`src/rtl/eth_tx_axis_framer.sv`:
```
// rtl/eth_tx_axis_framer.sv - header/payload word stream to AXIS TX MAC framer with abort, drain and counters
module eth_tx_axis_framer #(
    parameter int axis_data_width_p = 64,
    parameter int size_width_p      = 16,
    parameter int count_width_p     = 16
) (
    input  logic                           clk_i,
    input  logic                           reset_i,
    input  logic [axis_data_width_p-1:0]   frame_data_i,
    input  logic                           frame_data_v_i,
    output logic                           frame_data_yumi_o,
    input  logic                           abort_i,
    output logic [1:0]                     tx_ext_state_o,
    output logic [axis_data_width_p-1:0]   tx_axis_tdata_o,
    output logic [axis_data_width_p/8-1:0] tx_axis_tkeep_o,
    output logic                           tx_axis_tvalid_o,
    input  logic                           tx_axis_tready_i,
    output logic                           tx_axis_tlast_o,
    output logic                           tx_axis_tuser_o,
    output logic                           header_err_o,
    output logic [count_width_p-1:0]       frames_sent_o,
    output logic [count_width_p-1:0]       frames_aborted_o
);

    localparam int B  = axis_data_width_p / 8;
    localparam int OW = $clog2(B);

    localparam logic [1:0] ST_HEADER  = 2'b00;
    localparam logic [1:0] ST_PAYLOAD = 2'b01;
    localparam logic [1:0] ST_DISCARD = 2'b10;

    logic [1:0]               state_q, state_d;
    logic [size_width_p-1:0]  ptr_q, ptr_d;
    logic [size_width_p-1:0]  end_q, end_d;
    logic [OW-1:0]            off_q, off_d;
    logic [OW-1:0]            rem_q, rem_d;
    logic                     err_q, err_d;
    logic                     abort_pending_q, abort_pending_d;
    logic                     header_err_q, header_err_d;
    logic [count_width_p-1:0] frames_sent_q, frames_sent_d;
    logic [count_width_p-1:0] frames_aborted_q, frames_aborted_d;

    // Header field decode; the offset is widened so it can be compared with the size.
    logic [size_width_p-1:0]  hdr_size;
    logic [OW-1:0]            hdr_off;
    logic                     hdr_err;
    logic [size_width_p-1:0]  hdr_off_ext;
    logic [size_width_p-1:0]  hdr_end;
    logic                     hdr_bad;

    assign hdr_size    = frame_data_i[size_width_p-1:0];
    assign hdr_off     = frame_data_i[size_width_p +: OW];
    assign hdr_err     = frame_data_i[size_width_p+OW];
    assign hdr_off_ext = size_width_p'(hdr_off);
    assign hdr_end     = (hdr_size - size_width_p'(1)) >> OW;
    assign hdr_bad     = (hdr_size == '0) || (hdr_off_ext >= hdr_size);

    // Beat qualifiers; everything AXIS-facing is forced low while reset is held.
    logic         in_payload;
    logic         abort_eff;
    logic         at_first;
    logic         at_end;
    logic         beat_last;
    logic         beat_valid;
    logic         yumi;
    logic [B-1:0] ones;
    logic [B-1:0] head_mask;
    logic [B-1:0] tail_mask;
    logic [B-1:0] keep;

    assign ones       = '1;
    assign in_payload = (state_q == ST_PAYLOAD) && !reset_i;
    assign abort_eff  = in_payload && (abort_i || abort_pending_q);
    assign at_first   = (ptr_q == '0);
    assign at_end     = (ptr_q == end_q);
    assign beat_last  = in_payload && (at_end || abort_eff);
    assign beat_valid = in_payload && frame_data_v_i;
    assign head_mask  = ones << off_q;
    assign tail_mask  = (rem_q == '0) ? ones : ~(ones << rem_q);

    // Byte enables: head mask on the first beat, tail mask on the natural last beat, both on a single-beat frame.
    always_comb begin
        keep = ones;
        if (at_first) begin
            keep = keep & head_mask;
        end
        if (at_end) begin
            keep = keep & tail_mask;
        end
    end

    // Consume handshake per state: headers and drained words are taken freely, payload waits on the MAC.
    always_comb begin
        yumi = 1'b0;
        if (!reset_i) begin
            case (state_q)
                ST_HEADER:  yumi = frame_data_v_i;
                ST_PAYLOAD: yumi = beat_valid && tx_axis_tready_i;
                ST_DISCARD: yumi = frame_data_v_i;
                default:    yumi = 1'b0;
            endcase
        end
    end

    assign frame_data_yumi_o = yumi;
    assign tx_ext_state_o    = state_q;
    assign tx_axis_tdata_o   = reset_i ? '0 : frame_data_i;
    assign tx_axis_tvalid_o  = beat_valid;
    assign tx_axis_tkeep_o   = in_payload ? keep : '0;
    assign tx_axis_tlast_o   = beat_last;
    assign tx_axis_tuser_o   = beat_last && (err_q || abort_eff);
    assign header_err_o      = header_err_q;
    assign frames_sent_o     = frames_sent_q;
    assign frames_aborted_o  = frames_aborted_q;

    // Next-state logic: header capture, payload beat accounting, abort latching and drain.
    always_comb begin
        state_d          = state_q;
        ptr_d            = ptr_q;
        end_d            = end_q;
        off_d            = off_q;
        rem_d            = rem_q;
        err_d            = err_q;
        abort_pending_d  = abort_pending_q;
        header_err_d     = 1'b0;
        frames_sent_d    = frames_sent_q;
        frames_aborted_d = frames_aborted_q;

        case (state_q)
            ST_HEADER: begin
                if (yumi) begin
                    off_d = hdr_off;
                    rem_d = hdr_size[OW-1:0];
                    err_d = hdr_err;
                    end_d = hdr_end;
                    ptr_d = '0;
                    if (hdr_bad) begin
                        header_err_d = 1'b1;
                    end else begin
                        state_d = ST_PAYLOAD;
                    end
                end
            end
            ST_PAYLOAD: begin
                if (yumi) begin
                    ptr_d           = ptr_q + size_width_p'(1);
                    abort_pending_d = 1'b0;
                    if (beat_last) begin
                        if (at_end) begin
                            state_d = ST_HEADER;
                            if (abort_eff) begin
                                frames_aborted_d = frames_aborted_q + count_width_p'(1);
                            end else begin
                                frames_sent_d = frames_sent_q + count_width_p'(1);
                            end
                        end else begin
                            frames_aborted_d = frames_aborted_q + count_width_p'(1);
                            state_d          = ST_DISCARD;
                        end
                    end
                end else if (abort_i) begin
                    abort_pending_d = 1'b1;
                end
            end
            ST_DISCARD: begin
                if (yumi) begin
                    ptr_d = ptr_q + size_width_p'(1);
                    if (at_end) begin
                        state_d = ST_HEADER;
                    end
                end
            end
            default: begin
                state_d = ST_HEADER;
            end
        endcase
    end

    // State registers with asynchronous clear.
    always_ff @(posedge clk_i or posedge reset_i) begin
        if (reset_i) begin
            state_q          <= ST_HEADER;
            ptr_q            <= '0;
            end_q            <= '0;
            off_q            <= '0;
            rem_q            <= '0;
            err_q            <= 1'b0;
            abort_pending_q  <= 1'b0;
            header_err_q     <= 1'b0;
            frames_sent_q    <= '0;
            frames_aborted_q <= '0;
        end else begin
            state_q          <= state_d;
            ptr_q            <= ptr_d;
            end_q            <= end_d;
            off_q            <= off_d;
            rem_q            <= rem_d;
            err_q            <= err_d;
            abort_pending_q  <= abort_pending_d;
            header_err_q     <= header_err_d;
            frames_sent_q    <= frames_sent_d;
            frames_aborted_q <= frames_aborted_d;
        end
    end

endmodule

```
`config.mk`:
```
export PLATFORM = sky130hd
export DESIGN_NAME = eth_tx_axis_framer
export DESIGN_NICKNAME = d
export VERILOG_FILES = /design/src/rtl/eth_tx_axis_framer.sv
export SDC_FILE = /design/constraint.sdc
export NUM_CORES = 1
export LEC_CHECK = 0
export CAP_MARGIN = 0
export CORE_ASPECT_RATIO = 1.75
export CORE_MARGIN = 3
export CORE_UTILIZATION = 45
export CTS_BUF_LIST = sky130_fd_sc_hd__clkbuf_2 sky130_fd_sc_hd__clkbuf_4 sky130_fd_sc_hd__clkbuf_8
export CTS_CLUSTER_SIZE = 14
export DETAILED_ROUTE_END_ITERATION = 12
export PLACE_DENSITY = 0.82
export SLEW_MARGIN = 25
export SYNTH_ARGS = -nofsm -noshare
export SYNTH_HDL_FRONTEND = slang
export SYNTH_SLANG_ARGS = --single-unit
```
`constraint.sdc`:
```
create_clock -name clk_i -period 3.9 [get_ports clk_i]
set_input_delay 0.78 -clock clk_i [delete_from_list [all_inputs] [get_ports clk_i]]
set_output_delay 0.78 -clock clk_i [all_outputs]
set_load 0.01 [all_outputs]
```
# ---- Word-level counts from Yosys, hierarchy flattened
# Index checks and enable logic that the tools add are counted.
# W data, S select, Z words.
dict set report op_classes {
  n_lt_le_gt_ge 1
  bitwise 3
  add_sub_neg 4
  n_mux 25
  shifts 2
  eq_ne 11
  reduce_logical 25
}
# operator n
set ops {}
lappend ops {{$mux W16} 4}
lappend ops {{$mux W64} 1}
lappend ops {{$add A16 B1 Y16 const B} 3}
lappend ops {{$logic_not A16 Y1} 2}
lappend ops {{$mux W8} 4}
lappend ops {{$pmux W16 S2} 1}
lappend ops {{$eq A16 B13 Y1} 1}
lappend ops {{$ge A3 B16 Y1} 1}
lappend ops {{$shl A8 B3 Y8 const A} 2}
lappend ops {{$sub A16 B1 Y16 const B} 1}
lappend ops {{$mux W2} 7}
lappend ops {{$ne A2 B2 Y1 const B} 7}
lappend ops {{$and A8 B8 Y8} 1}
lappend ops {{$not A8 Y8} 1}
lappend ops {{$logic_and A1 B1 Y1} 6}
lappend ops {{$mux W1} 6}
lappend ops {{$pmux W2 S3} 1}
lappend ops {{$reduce_and A6 Y1} 1}
lappend ops {{$reduce_and A5 Y1} 1}
lappend ops {{$logic_or A1 B1 Y1} 4}
lappend ops {{$reduce_and A2 Y1} 2}
lappend ops {{$reduce_and A4 Y1} 1}
lappend ops {{$reduce_bool A2 Y1} 2}
lappend ops {{$reduce_or A2 Y1} 2}
lappend ops {{9 further kinds} 9}
dict set report word_totals {
  word_cells 81
  ff_bits 72
}

# ---- Logic depth before layout (Yosys ltp)
# Gate-level depths: netlist (run 1).
dict set report depth {
  depth_word 8
  depth_mapped 9
}

# ---- Worst setup path before layout (run 1)
# Ideal clock, no wire load.
dict set report synth_timing {
  kind {input port to output port}
  start {input port reset_i}
  end {output port tx_axis_tvalid_o}
  arrival_ps 2695
  t_required_ps 3120
  path_stages 2
  n_path_buf 0
  path_slack_ps 425
  path_cell_list {inv_1 -> and3_1}
}
dict set report synth_between {
  elab_chain_len 3
}
# item line_no
set synth_lines {}
lappend synth_lines {{from (decl)} 8} ;# input logic reset_i,
lappend synth_lines {{$logic_not A1 Y1 (no line)} n/a}
lappend synth_lines {{$logic_and A1 B1 Y1} 72} ;# assign in_payload = (state_q == ST_PAYLOAD) && !reset_i;
lappend synth_lines {{$logic_and A1 B1 Y1} 77} ;# assign beat_valid = in_payload && frame_data_v_i;
lappend synth_lines {{to (decl)} 16} ;# output logic tx_axis_tvalid_o,
# No other way between the ends.

# ---- Worst setup path after layout (run 1)
dict set report layout_timing {
  start {register ptr_q[13]}
  end {output port tx_axis_tkeep_o[5]}
}
dict set report layout_between {
  elab_chain_len 5
}
# item line_no
set layout_lines {}
lappend layout_lines {{from (decl)} 33} ;# logic [size_width_p-1:0] ptr_q, ptr_d;
lappend layout_lines {{from (signal assigned)} 194} ;# ptr_q <= ptr_d;
lappend layout_lines {{$logic_not A16 Y1} 74} ;# assign at_first = (ptr_q == '0);
lappend layout_lines {{$mux W8} 84} ;# if (at_first) begin
lappend layout_lines {{$and A8 B8 Y8} 88} ;# keep = keep & tail_mask;
lappend layout_lines {{$mux W8 (*)} 87} ;# if (at_end) begin
lappend layout_lines {{$mux W8 (*)} 109} ;# assign tx_axis_tkeep_o = in_payload ? keep : '0;
lappend layout_lines {{to (decl)} 15} ;# output logic [axis_data_width_p/8-1:0] tx_axis_tkeep_o,
# Mark *: on every way between the ends. The rest lies on a longest branch, timed or not.

==> results of run 1 <==
## state kept, by name (all words and copies together) (netlist names)
register and flops:
frames_aborted_o 16, frames_sent_o 16, ptr_q 16, end_q 13, off_q 3, rem_q 3
tx_ext_state_o 2, abort_pending_q 1, err_q 1, header_err_o 1
## cell usage after synthesis, types with 8 or more instances
| master | count |
|---|---|
| sky130_fd_sc_hd__dfrtp_1 | 72 |
| sky130_fd_sc_hd__nor2b_1 | 64 |
| sky130_fd_sc_hd__nand2_1 | 51 |
| sky130_fd_sc_hd__xnor2_1 | 35 |
| sky130_fd_sc_hd__nor2_1 | 34 |
| sky130_fd_sc_hd__xor2_1 | 25 |
| sky130_fd_sc_hd__nand3_1 | 20 |
| sky130_fd_sc_hd__o21ai_0 | 20 |
| sky130_fd_sc_hd__clkbuf_1 | 17 |
| sky130_fd_sc_hd__inv_1 | 17 |
| sky130_fd_sc_hd__ha_1 | 14 |
| sky130_fd_sc_hd__nor3_1 | 12 |
| sky130_fd_sc_hd__nand4_1 | 11 |
| sky130_fd_sc_hd__a21oi_1 | 8 |
## cell type report
type	count	area (um^2)	area share, %
Clock buffer	14	180.2	2.776
Inverter	18	67.56	1.041
Multi-Input combinational cell	369	2450	37.74
Sequential cell	72	1802	27.76
Tap cell	122	152.6	2.352
Timing Repair Buffer	186	1839	28.33
## timing repair
action                                  CTS  global route
hold buffers                              0             0
endpoints found under the hold margin     0             0
endpoints found under the setup margin    0             3
## power by group through the flow
stage	sequential, mW	clock [mW]	combinational [mW]
detailed placement	1.05	0	0.965
floorplan	1.00	0	0.584
CTS	1.04	0.560	0.969
global route	1.06	0.588	1.06
global placement	1.04	0	0.930
finish	1.04	0.548	0.964
## through the flow
step	worst slack [ns]	area (um^2)	hold slack (ns)	cells
2_1_floorplan	0.4249	4409	0.4460	479
4_1_cts	0.07503	6491	0.4871	781
6_report	0.1728	6491	0.4820	781
3_5_place_dp	0.4324	6311	0.4696	767
3_3_place_gp	0.4995	6311	0.4609	767
5_1_grt	0.02840	6491	0.5155	781
## layer usage
metal	global-route usage (%)	up-vias	wire length (um)	part of all wire, %
met5	0	-	0	0
met4	10.34	0	380	2.9
met3	5.863	26	1254	9.7
met2	41.45	218	6638	51
met1	27.24	1919	4621	36
li1	-	1985	-	-
## kinds of logic (layout without fill, tap and decap cells)
kind of cell,after synthesis,after routing
AO/OA/AOI/OAI,57,57
XOR/XNOR,60,60
adder cells (fa/ha/maj),14,14
buffers and inverters,38,218
flip-flops,72,72
multiplexers,5,5
AND/OR/NAND/NOR,233,233
## worst max-delay path, stage by stage (launching register included)
cell                              delay (ns)
sky130_fd_sc_hd__dfrtp_1                0.41
sky130_fd_sc_hd__or3_1                  0.41
sky130_fd_sc_hd__or4_4                  0.56
sky130_fd_sc_hd__nor4_4                 0.36
sky130_fd_sc_hd__a21boi_1               0.26
sky130_fd_sc_hd__a21oi_1                0.09
sky130_fd_sc_hd__clkdlybuf4s50_1        0.50
## path summary, 6_finish.rpt
check,startpoint,to,slack [ns],cells after the start
max,ptr_q[13],tx_axis_tkeep_o[5],0.17,6
min,frames_sent_o[15],frames_sent_o[15],0.48,1
max reg2reg,ptr_q[13],tx_ext_state_o[0],1.01,7
min reg2reg,frames_sent_o[15],frames_sent_o[15],0.48,1
max in group asynchronous,reset_i,end_q[6],2.46,3
min in group asynchronous,reset_i,frames_aborted_o[1],0.84,3
==> out/qor.tcl, run 1 <==
set qor(final_common_cell) {sky130_fd_sc_hd__clkdlybuf4s50_1}
set qor(globalRouteTotalUtil_pct) 23.86
set qor(drt_drc_violations_left) 0
set qor(post_synth_xor_area_fraction_pct) 11.92
set qor(wp_data_arrival_ns) 2.95
set qor(wirelength_mm) 12.89
set qor(worst_hold_path_type) {register to register}
set qor(dieArea_um2) 11070
set qor(worst-path-max-fanout) 8
set qor(cts_buffers) 9
set qor(n_fill_cell) 775
set qor(yosys.area_share.adder_pct) 3.973
set qor(post_cts_resized) 0
set qor(post_cts_clock_slew_at_the_launch_and_capture_registers_of_the_worst_setup_and_hold_paths_ns) 0.07
set qor(cts-root-buf) {sky130_fd_sc_hd__clkbuf_8}
set qor(slew_violations) 0
set qor(ios) 180
set qor(pwr-share-seq_pct) 40.8
set qor(max-vdd-ir-drop_mv) 0.2460
set qor(synth_compound_area_share_pct) 8.485
set qor(postRouteAntennaNets) 0
set qor(postCtsSetupRepairBufs) 0
set qor(flow.area_growth_from_synthesis_pct) 47.22
set qor(synth_simple_gate_area_share_pct) 29.94
set qor(layout_utilization_pct) 68.14
set qor(die_x_um) 80.83
set qor(switchingPower_mw) 0.8895
set qor(cts.path.max_buffers) 2
set qor(dominant_combinational_cell_family_by_area_after_synthesis) {simple AND/OR/NAND/NOR gates}
set qor(clock_skew_ns) 0.007060
set qor(power_switching_share_pct) 34.85
set qor(via_count) 4148
set qor(clockPowerShare_pct) 21.5
set qor(synthesis.area_per_instance_um2) 9.205
set qor(max-slew-margin-rel_pct) 39.18
set qor(timing.critical_path.from_type) {register}
set qor(initial_antenna_violation_count) 0
set qor(synth_top_cell_area_share_pct) 40.86
set qor(numPortBuffers) 179
set qor(finalSetupViolCount) 0
set qor(first_pass_grt_wire_length_mm) 20.23
set qor(synth_async_reset_ratio_pct) 100.0
set qor(p_leak_nw) 2.774
set qor(yosys.area.top_type) {sky130_fd_sc_hd__dfrtp_1}
set qor(edff_count_synth) 0
set qor(cts_max_level) 3
set qor(gp_routability_congestion) 0.8768
set qor(seq_area_frac_synth_pct) 40.86
set qor(dp_hpwl_mm) 10.39
set qor(post_synth_instance_area_um2) 4409
set qor(core_um2) 9527
set qor(grt_setup_unrepaired) {no}
set qor(first_global_vias) 4254
set qor(grt_max_degree) 74
set qor(dr.pass1.iters) 4
set qor(clock_insertion_delay_worst_skew_ns) 0.35
set qor(drt-vias-per-instance) 5.311
set qor(critPathKind) {register to output pin}
set qor(final_cell_mix) {sky130_fd_sc_hd__clkdlybuf4s50_1, sky130_fd_sc_hd__dfrtp_1, sky130_fd_sc_hd__nor2b_1, sky130_fd_sc_hd__nand2_1, sky130_fd_sc_hd__xnor2_1}
set qor(proportion_of_synthesized_area_in_mux_cells_pct) 1.249
set qor(diodes) 0
set qor(clock.fmax_mhz) 268.3
set qor(critical_path.endpoint_type) {output pin}
set qor(tightest_slew_ns) 0.9123
set qor(synth.yosys.warnings) 0
set qor(synthCells) 479
set qor(postSynth.topFlopCell) {sky130_fd_sc_hd__dfrtp_1}
set qor(clkSinkCount) 72
set qor(drive_above_1_share_pct) 6.525
set qor(power_dens_cells_nw_per_um2) 393.2
set qor(synth_cell_types) 50
set qor(drt-initial-drc-count) 233
set qor(result_of_the_run) {finished, final reports clean}
set qor(core.rowCount) 47
set qor(worst_ep_required_time_ns) 3.12
set qor(layout_worst_path_cycle_share_pct) 95.57
set qor(top_area_cells_in_the_synthesized_netlist) {sky130_fd_sc_hd__dfrtp_1, sky130_fd_sc_hd__nor2b_1, sky130_fd_sc_hd__xnor2_1}
set qor(floorplan.initialDensity_pct) 46.28
set qor(final_net_count) 739
set qor(max_cap_viol_count) 0
set qor(syn-num-nets) 562
set qor(die_h_um) 136.9
set qor(power.total_mw) 2.552
set qor(internal_power_mw) 1.663
set qor(clock_tree_from_tritoncts) {built}
set qor(final_hold_viol_count) 0
set qor(synth.ff_latch_count) 72
set qor(comb_power_share_pct) 37.8
set qor(wl_per_cell_um) 16.51
set qor(totalNegativeSetupSlack_ns) 0
set qor(period_needed_ns) 3.727
set qor(sum_of_overflow_across_all_layers_after_global_routing) 0
Note: power is estimated with default switching activity, not from simulation.
==> run 2: changes to the inputs <==
--- a/config.mk
+++ b/config.mk
@@ -13,7 +13,7 @@
 export CTS_CLUSTER_SIZE = 14
 export DETAILED_ROUTE_END_ITERATION = 12
 export PLACE_DENSITY = 0.82
-export SLEW_MARGIN = 25
+export SLEW_MARGIN = 20
 export SYNTH_ARGS = -nofsm -noshare
 export SYNTH_HDL_FRONTEND = slang
 export SYNTH_SLANG_ARGS = --single-unit
==> results of run 2 <==
Same layout as run 1: the final DEF is identical, and so are final timing and power.
